<file path="src/rtl/hilo_pkg.sv">
// rtl/hilo_pkg.sv - shared op codes, state encoding and defaults for the HI/LO controller
package hilo_pkg;

    localparam int HILO_DATA_W  = 32;
    localparam int HILO_OP_W    = 6;
    localparam int HILO_MUL_LAT = 6;

    localparam logic [HILO_OP_W-1:0] INSN_MFHI  = 6'h10;
    localparam logic [HILO_OP_W-1:0] INSN_MTHI  = 6'h11;
    localparam logic [HILO_OP_W-1:0] INSN_MFLO  = 6'h12;
    localparam logic [HILO_OP_W-1:0] INSN_MTLO  = 6'h13;
    localparam logic [HILO_OP_W-1:0] INSN_MULT  = 6'h18;
    localparam logic [HILO_OP_W-1:0] INSN_MULTU = 6'h19;

    typedef enum logic {
        HILO_IDLE = 1'b0,
        HILO_BUSY = 1'b1
    } hilo_state_e;

endpackage

</file>
<file path="src/rtl/hilo_reg.sv">
// rtl/hilo_reg.sv - architectural HI/LO register pair with independent write enables
module hilo_reg #(
    parameter int DATA_W = 32
) (
    input  logic              clk,
    input  logic              reset,
    input  logic              hi_we,
    input  logic [DATA_W-1:0] hi_wdata,
    input  logic              lo_we,
    input  logic [DATA_W-1:0] lo_wdata,
    output logic [DATA_W-1:0] hi,
    output logic [DATA_W-1:0] lo
);

    always_ff @(posedge clk or negedge reset) begin
        if (!reset) begin
            hi <= '0;
            lo <= '0;
        end else begin
            if (hi_we) hi <= hi_wdata;
            if (lo_we) lo <= lo_wdata;
        end
    end

endmodule

</file>
<file path="src/rtl/hilo_ctrl.sv">
// rtl/hilo_ctrl.sv - multiplier issue, latency watchdog and HI/LO interlock for the EX stage
module hilo_ctrl
    import hilo_pkg::*;
#(
    parameter int DATA_W  = HILO_DATA_W,
    parameter int OP_W    = HILO_OP_W,
    parameter int MUL_LAT = HILO_MUL_LAT
) (
    input  logic              clk,
    input  logic              reset,
    input  logic              stall,
    input  logic              flush,
    input  logic              req_valid,
    input  logic [OP_W-1:0]   req_op,
    input  logic [DATA_W-1:0] req_rs,
    input  logic [DATA_W-1:0] req_rt,
    output logic              req_ready,
    output logic              rd_valid,
    output logic [DATA_W-1:0] rd_data,
    output logic              mul_ce,
    output logic [DATA_W-1:0] mul_x,
    output logic [DATA_W-1:0] mul_y,
    output logic [OP_W-1:0]   mul_op,
    input  logic              mul_done,
    input  logic [DATA_W-1:0] mul_hi,
    input  logic [DATA_W-1:0] mul_lo,
    output logic [DATA_W-1:0] hi,
    output logic [DATA_W-1:0] lo,
    output logic              busy,
    output logic              err
);

    localparam int CNT_W = $clog2(MUL_LAT + 3);
    localparam logic [CNT_W-1:0] CNT_LOAD = CNT_W'(MUL_LAT + 2);
    localparam logic [CNT_W-1:0] CNT_ONE  = CNT_W'(1);

    hilo_state_e       state, state_nxt;
    logic [CNT_W-1:0]  cnt, cnt_nxt;
    logic              rd_valid_nxt, err_nxt;
    logic [DATA_W-1:0] rd_data_nxt;
    logic              hi_we, lo_we;
    logic [DATA_W-1:0] hi_wd, lo_wd;
    logic              op_mul, op_mfhi, op_mflo, op_mthi, op_mtlo, op_mf;

    assign op_mul  = (req_op == OP_W'(INSN_MULT)) || (req_op == OP_W'(INSN_MULTU));
    assign op_mfhi = (req_op == OP_W'(INSN_MFHI));
    assign op_mflo = (req_op == OP_W'(INSN_MFLO));
    assign op_mthi = (req_op == OP_W'(INSN_MTHI));
    assign op_mtlo = (req_op == OP_W'(INSN_MTLO));
    assign op_mf   = op_mfhi || op_mflo;

    assign mul_x  = req_rs;
    assign mul_y  = req_rt;
    assign mul_op = mul_ce ? req_op : '0;
    assign busy   = (state == HILO_BUSY);

    always_comb begin
        state_nxt    = state;
        cnt_nxt      = cnt;
        rd_valid_nxt = rd_valid;
        rd_data_nxt  = rd_data;
        err_nxt      = err;
        req_ready    = 1'b0;
        mul_ce       = 1'b0;
        hi_we        = 1'b0;
        lo_we        = 1'b0;
        hi_wd        = req_rs;
        lo_wd        = req_rs;
        // Flush outranks stall so an aborted multiply can never complete later.
        if (reset) begin
            if (flush) begin
                state_nxt    = HILO_IDLE;
                cnt_nxt      = '0;
                rd_valid_nxt = 1'b0;
            end else if (!stall) begin
                rd_valid_nxt = 1'b0;
                case (state)
                    HILO_IDLE: begin
                        if (req_valid) begin
                            req_ready = 1'b1;
                            if (op_mul) begin
                                mul_ce    = 1'b1;
                                cnt_nxt   = CNT_LOAD;
                                state_nxt = HILO_BUSY;
                            end
                            hi_we = op_mthi;
                            lo_we = op_mtlo;
                            if (op_mf) begin
                                rd_valid_nxt = 1'b1;
                                rd_data_nxt  = op_mfhi ? hi : lo;
                            end
                        end
                    end
                    HILO_BUSY: begin
                        if (mul_done) begin
                            hi_we     = 1'b1;
                            lo_we     = 1'b1;
                            hi_wd     = mul_hi;
                            lo_wd     = mul_lo;
                            cnt_nxt   = '0;
                            state_nxt = HILO_IDLE;
                            // Readers in the completion cycle take the product directly.
                            if (req_valid && op_mf) begin
                                req_ready    = 1'b1;
                                rd_valid_nxt = 1'b1;
                                rd_data_nxt  = op_mfhi ? mul_hi : mul_lo;
                            end
                        end else if (cnt == CNT_ONE) begin
                            cnt_nxt   = '0;
                            err_nxt   = 1'b1;
                            state_nxt = HILO_IDLE;
                        end else begin
                            cnt_nxt = cnt - CNT_ONE;
                        end
                    end
                    default: state_nxt = HILO_IDLE;
                endcase
            end
        end
    end

    always_ff @(posedge clk or negedge reset) begin
        if (!reset) begin
            state    <= HILO_IDLE;
            cnt      <= '0;
            rd_valid <= 1'b0;
            rd_data  <= '0;
            err      <= 1'b0;
        end else begin
            state    <= state_nxt;
            cnt      <= cnt_nxt;
            rd_valid <= rd_valid_nxt;
            rd_data  <= rd_data_nxt;
            err      <= err_nxt;
        end
    end

    hilo_reg #(.DATA_W(DATA_W)) u_hilo_reg (
        .clk      (clk),
        .reset    (reset),
        .hi_we    (hi_we),
        .hi_wdata (hi_wd),
        .lo_we    (lo_we),
        .lo_wdata (lo_wd),
        .hi       (hi),
        .lo       (lo)
    );

endmodule

</file>
<file path="config.mk">
export PLATFORM = sky130hd
export DESIGN_NAME = hilo_ctrl
export DESIGN_NICKNAME = d
export VERILOG_FILES = /design/src/rtl/hilo_pkg.sv /design/src/rtl/hilo_reg.sv /design/src/rtl/hilo_ctrl.sv
export SDC_FILE = /design/constraint.sdc
export NUM_CORES = 1
export LEC_CHECK = 0
export BUFFER_PORTS_ARGS = -buffer_cell sky130_fd_sc_hd__buf_2
export CAP_MARGIN = 5
export CORE_MARGIN = 5
export CORE_UTILIZATION = 45
export DETAILED_ROUTE_END_ITERATION = 10
export HOLD_SLACK_MARGIN = 0.08
export PLACE_DENSITY = 0.85
export SYNTH_ARGS = -nofsm -noshare
export SYNTH_HDL_FRONTEND = slang
export SYNTH_SLANG_ARGS = --single-unit
</file>
<file path="constraint.sdc">
create_clock -name clk -period 2.3 [get_ports clk]
set_input_delay 0.46 -clock clk [delete_from_list [all_inputs] [get_ports clk]]
set_output_delay 0.46 -clock clk [all_outputs]
set_load 0.05 [all_outputs]
</file>
Yosys cells after proc, flatten, opt, wreduce, memory -nomap -nowiden
Cells that the tools add are included.
{ "totals": {"ff_bits": 103} }
{ "classes": {"n_addsub": 1, "eq_ne": 14, "n_mux": 59, "bitwise_logic": 4, "reduce_logical": 7} }
{ "ops": {"columns": ["cell", "count"], "rows": [
  ["$mux W32", 16],
  ["$pmux W32 S2", 1],
  ["$eq A6 B5 Y1 const B", 6],
  ["$mux W1", 29],
  ["$mux W4", 6],
  ["$pmux W1 S2", 5],
  ["$pmux W4 S2", 1],
  ["$reduce_and A7 Y1", 1],
  ["$mux W6", 1],
  ["$ne A2 B2 Y1 const B", 3],
  ["$ne A3 B3 Y1 const B", 2],
  ["$reduce_and A6 Y1", 1],
  ["$eq A4 B1 Y1 const B", 1],
  ["$ne A2 B1 Y1 const B", 2],
  ["$not A1 Y1", 4],
  ["$reduce_and A4 Y1", 1],
  ["$sub A4 B1 Y4 const B", 1],
  ["$logic_or A1 B1 Y1", 2],
  ["$reduce_and A2 Y1", 1],
  ["$logic_and A1 B1 Y1", 1]
]} }

Logic depth before layout (Yosys ltp)
{ "logic_depth": {"ltp_word": 9, "ltp_mapped": 6} }

Cells and area by module
From an unflattened synthesis, not the netlist that was laid out.
{ "hier_totals": {"cells_unflattened": 446, "area_unflattened_um2": 6551.3} }
{ "by_module_without_submodules": {"columns": ["module", "instances", "cells_per_inst", "area_per_inst_um2"], "rows": [
  ["hilo_ctrl", 1, 310, 3861.2],
  ["hilo_reg", 1, 136, 2690.1]
]} }

Least setup slack after synthesis
No wires, ideal clock.
{ "synth_path": {"path_type": "register to output", "startpoint": "register state (netlist: busy)", "endpoint": "output port mul_op[0]", "t_arrival_ns": 2.459, "slack_ns": -0.619, "path_stages_with_launch": 4, "cell_sequence": "dfrtp_1 nor4b_2 nor2b_1 and2_1"} }
{ "synth_between": {"elab_chain_cells": 5} }
{ "synth_rtl": {"columns": ["element", "line", "text"], "rows": [
  ["from (decl)", "hilo_ctrl.sv:37", "hilo_state_e state, state_nxt;"],
  ["from (signal assigned)", "hilo_ctrl.sv:130", "state <= state_nxt;"],
  ["$mux W1", "hilo_ctrl.sv:77", "case (state)"],
  ["$mux W1", "hilo_ctrl.sv:75", "end else if (!stall) begin"],
  ["$mux W1", "hilo_ctrl.sv:71", "if (flush) begin"],
  ["$mux W1", "hilo_ctrl.sv:70", "if (reset) begin"],
  ["named net mul_ce", "hilo_ctrl.sv:20", "output logic mul_ce,"],
  ["$mux W6", "hilo_ctrl.sv:54", "assign mul_op = mul_ce ? req_op : '0;"],
  ["to (decl)", "hilo_ctrl.sv:23", "output logic [OP_W-1:0] mul_op,"]
]} }
The timed path passes the listed nets, and every way through them passes these cells.

Worst setup path in the final report
{ "layout_path": {"startpoint": "register state (netlist: busy)", "endpoint": "output port mul_op[0]"} }
{ "layout_between": {"elab_chain_cells": 5} }
{ "layout_rtl": {"columns": ["element", "line"], "rows": [
  ["$mux W1", "hilo_ctrl.sv:77"],
  ["$mux W1", "hilo_ctrl.sv:75"],
  ["$mux W1", "hilo_ctrl.sv:71"],
  ["$mux W1", "hilo_ctrl.sv:70"],
  ["$mux W6", "hilo_ctrl.sv:54"]
]} }
Every way passes these cells.

==> run summary <==
The run finished with clean final reports. The number of filler instances in the final layout came out at 1098. The placement row count is 42. A synthesized cell averages 10.4 sq um.

Clock tree synthesis selected as its root buffer the cell sky130_fd_sc_hd__clkbuf_16. The count of buffers inserted at the top-level ports is 243. The first global-routing pass estimated 27000 microns of wire. The share of cells above drive strength 1 is 0.452. The DRC marker count from the first detailed-route iteration came out at 489. Summing all non-filler instances in the final layout gives an area of 0.00721 sq mm.

The slew at the pin closest to its max-slew limit came out at 0.675 ns. In this run, post-CTS repair resized a total of 0 instances. The largest net degree at the start of global routing came out at 54.

The insertion delay of the later-clocked pin in the worst-skew pair came out at 0.34 ns. The leading cell type by number of instances after synthesis is sky130_fd_sc_hd__dfrtp_1. The power density of the placed cells came out at 566 mW/mm^2. The worst setup path is captured at a primary output. The number of clock buffers inserted by TritonCTS came out at 9. The min-delay analysis places its worst path in the category in2async. The highest clock rate came out at 463 MHz. The die width came out at 125 microns. In this run the top signal layer used is met4.

The sequential area share after synthesis is 0.434. The mean routed wirelength per cell came out at 18.3 microns. The floorplan die height is 125 microns. The data required time at the worst endpoint is 1.84 ns. The I/O pin count is 311.

The number of global-route vias before repair is 5198. In this run the tightest slew margin relative to its limit is 0.550. Setup violations remaining at the end of the flow were counted as 0. The fraction of the core area covered by cells at the end of the flow is 0.551. The most used flip-flop cell after synthesis is sky130_fd_sc_hd__dfrtp_1.

From synthesis to final layout, the design area changed by 21.5%. The total setup buffers inserted after CTS came out at 0. The final cell count without fillers came out at 920.

The minimum clock period after layout is 2.16 ns. The number of antenna diodes in the final layout is 0. The flip-flop and latch area came out at 0.00258 sq mm. The core area is 0.0131 sq mm. The via density per instance came out at 5.61.

The total DRC errors in the routed layout came out at 0. For this configuration, the core starts out at a cell density of 0.453. The cell total after placement came out at 904. The total number of clock tree sinks came out at 103. TritonCTS built the clock tree. The async set or reset register ratio after synthesis came out at 1.00. The post-detailed-route count of antenna-violating nets is 0.

The top cell type's share of synthesized area came out at 0.434. The arrival time of data at the critical path endpoint came out at 1.70 ns. The total length of routed wires is 16900 microns. Across every metal layer, demand over resource in global routing totals 0.215. The biggest area contributor in the post-synthesis netlist is sky130_fd_sc_hd__dfrtp_1. The launching element type of the critical path is a flop. The largest voltage drop on the vdd net came out at 0.000420 V. The routed wire length on met2 came out at 8800 microns. In the post-synthesis netlist, the biggest area contributors are sky130_fd_sc_hd__dfrtp_1, sky130_fd_sc_hd__mux4_2, sky130_fd_sc_hd__buf_4, sky130_fd_sc_hd__nand2_1, sky130_fd_sc_hd__o211ai_1. Synthesis instantiated 39 different standard cells from the library.

The mapped netlist covers 0.00593 sq mm. The max-cap violation count came out at 0. The die covers 0.0156 sq mm. The number of levels the H-tree was split into came out at 3. The commonest cells after synthesis are sky130_fd_sc_hd__dfrtp_1, sky130_fd_sc_hd__nand2_1, sky130_fd_sc_hd__buf_4, sky130_fd_sc_hd__nand3_1, sky130_fd_sc_hd__o211ai_1.

The number of antenna violations at the first check in global routing is 0. The count of endpoints failing hold in the final timing report came out at 0. The number of max-slew violations in the final report came out at 0. The number of optimization iterations in the first detailed-route pass came out at 5. For this run, the post-layout net count is 881. The count of mapped cells out of synthesis is 569. The met3 wire length is 1490 microns. Summing over every cut layer, the via total after detailed routing is 5159. Setup repair after global routing left no endpoint under its margin. The startpoint of the worst-slack reg-to-reg timing path is busy. Yosys mapped a number of flops with a built-in enable equal to 0. Clock-pin slew was measured on the worst setup and hold paths at 0.07 ns.

The design draws 0.00408 W. The flip-flop and latch count after synthesis is 103. The leakage component of the power came out at 3.80 nW.

Routability-driven placement finished with a final weighted congestion of 0.837. The remaining global-route overflow is 0. The setup path with the least slack is of type reg2out.

The multi-input combinational cells in the finished layout cover a total of 0.00269 sq mm. The post-place instance area is 0.00692 sq mm. The detailed placement HPWL is 12700 microns.

The critical path starts at busy. The longest clock path from root to sink contains 2 buffers. The warning count from the yosys run came out at 0.

In the finished design, the share of the clock period the worst path needs comes to 0.939. In this run, post-CTS hold repair placed 0 buffers. After detailed routing, the wire length on met1 is 6130 microns. The biggest fanout along the worst timing path came out at 4. The worst clock skew is 0.00658 ns.
## cell type report
| class | instances | share of cell area |
|---|---|---|
| Clock inverter | 4 | 0.00417 |
| Timing Repair Buffer | 265 | 0.197 |
| Clock buffer | 12 | 0.0356 |
| Multi-Input combinational cell | 356 | 0.373 |
| Sequential cell | 103 | 0.358 |
| Tap cell | 176 | 0.0306 |
| Inverter | 4 | 0.00208 |
## sequential cells by signal (all words and copies together) (netlist names)
name,count
busy,1
cnt,4
err,1
rd_data,32
rd_valid,1
u_hilo_reg.hi,32
u_hilo_reg.lo,32
## worst max-delay path, stage by stage, from the launching register on
cell	delay (ns)
sky130_fd_sc_hd__dfrtp_2	0.43
sky130_fd_sc_hd__nor4b_2	0.32
sky130_fd_sc_hd__nor2b_4	0.21
sky130_fd_sc_hd__and2_2	0.14
sky130_fd_sc_hd__buf_2	0.26
## placed cells by master, fill, tap and decap left out, types with 5 or more instances in the layout
cell,n
sky130_fd_sc_hd__a21oi_1,30
sky130_fd_sc_hd__nand3_1,49
sky130_fd_sc_hd__o211ai_1,49
sky130_fd_sc_hd__mux2_2,23
sky130_fd_sc_hd__mux2_1,10
sky130_fd_sc_hd__nor2_1,22
sky130_fd_sc_hd__buf_2,242
sky130_fd_sc_hd__clkbuf_16,9
sky130_fd_sc_hd__nor2b_1,5
sky130_fd_sc_hd__nand2_1,101
sky130_fd_sc_hd__mux4_1,8
sky130_fd_sc_hd__buf_4,20
sky130_fd_sc_hd__dfrtp_1,102
sky130_fd_sc_hd__mux4_2,24
## path summary, 6_finish.rpt
check                               endpoint  cells past startpoint  slack, ns
max                                mul_op[0]                      4       0.14
min                         u_hilo_reg.hi[2]                      2       0.25
max reg2reg                u_hilo_reg.lo[28]                      6       0.53
min reg2reg                              err                      1       0.47
max in group asynchronous               busy                      2       1.56
min in group clk           u_hilo_reg.hi[23]                      3       0.35
## layer usage
metal | GRT usage | vias to the layer above
met1 | 0.246 | 2513
li1 | - | 2315
met4 | 0.0867 | 0
met5 | 0 | -
met2 | 0.378 | 293
met3 | 0.0605 | 38
## stage by stage
step,setup WS [ns],TNS [ns],hold slack [ns]
2_1_floorplan,-0.0113,-0.0226,0.164
3_3_place_gp,-0.120,-2.30,0.454
3_5_place_dp,-0.196,-4.49,0.461
4_1_cts,0.105,0,0.279
5_1_grt,0.0265,0,0.312
6_report,0.141,0,0.253
## cells by family (layout without fill, tap and decap cells)
family | after synthesis | count (layout) | synth area share
adder cells (fa/ha/maj) | 2 | 2 | 0.00422
AO/OA/AOI/OAI | 90 | 90 | 0.101
multiplexers | 66 | 66 | 0.191
other | 1 | 3 | 0.000632
AND/OR/NAND/NOR | 195 | 195 | 0.151
buffers and inverters | 112 | 285 | 0.117
flip-flops | 103 | 103 | 0.434
## where the power goes
part           leakage, nW  internal, W  switching, W  total [W]
Clock                0.139     0.000796      0.000663    0.00146
Combinational         2.23     0.000215      0.000501   0.000716
Sequential            1.43      0.00186     0.0000430    0.00191
No activity file was read; power rests on OpenSTA's default activity.
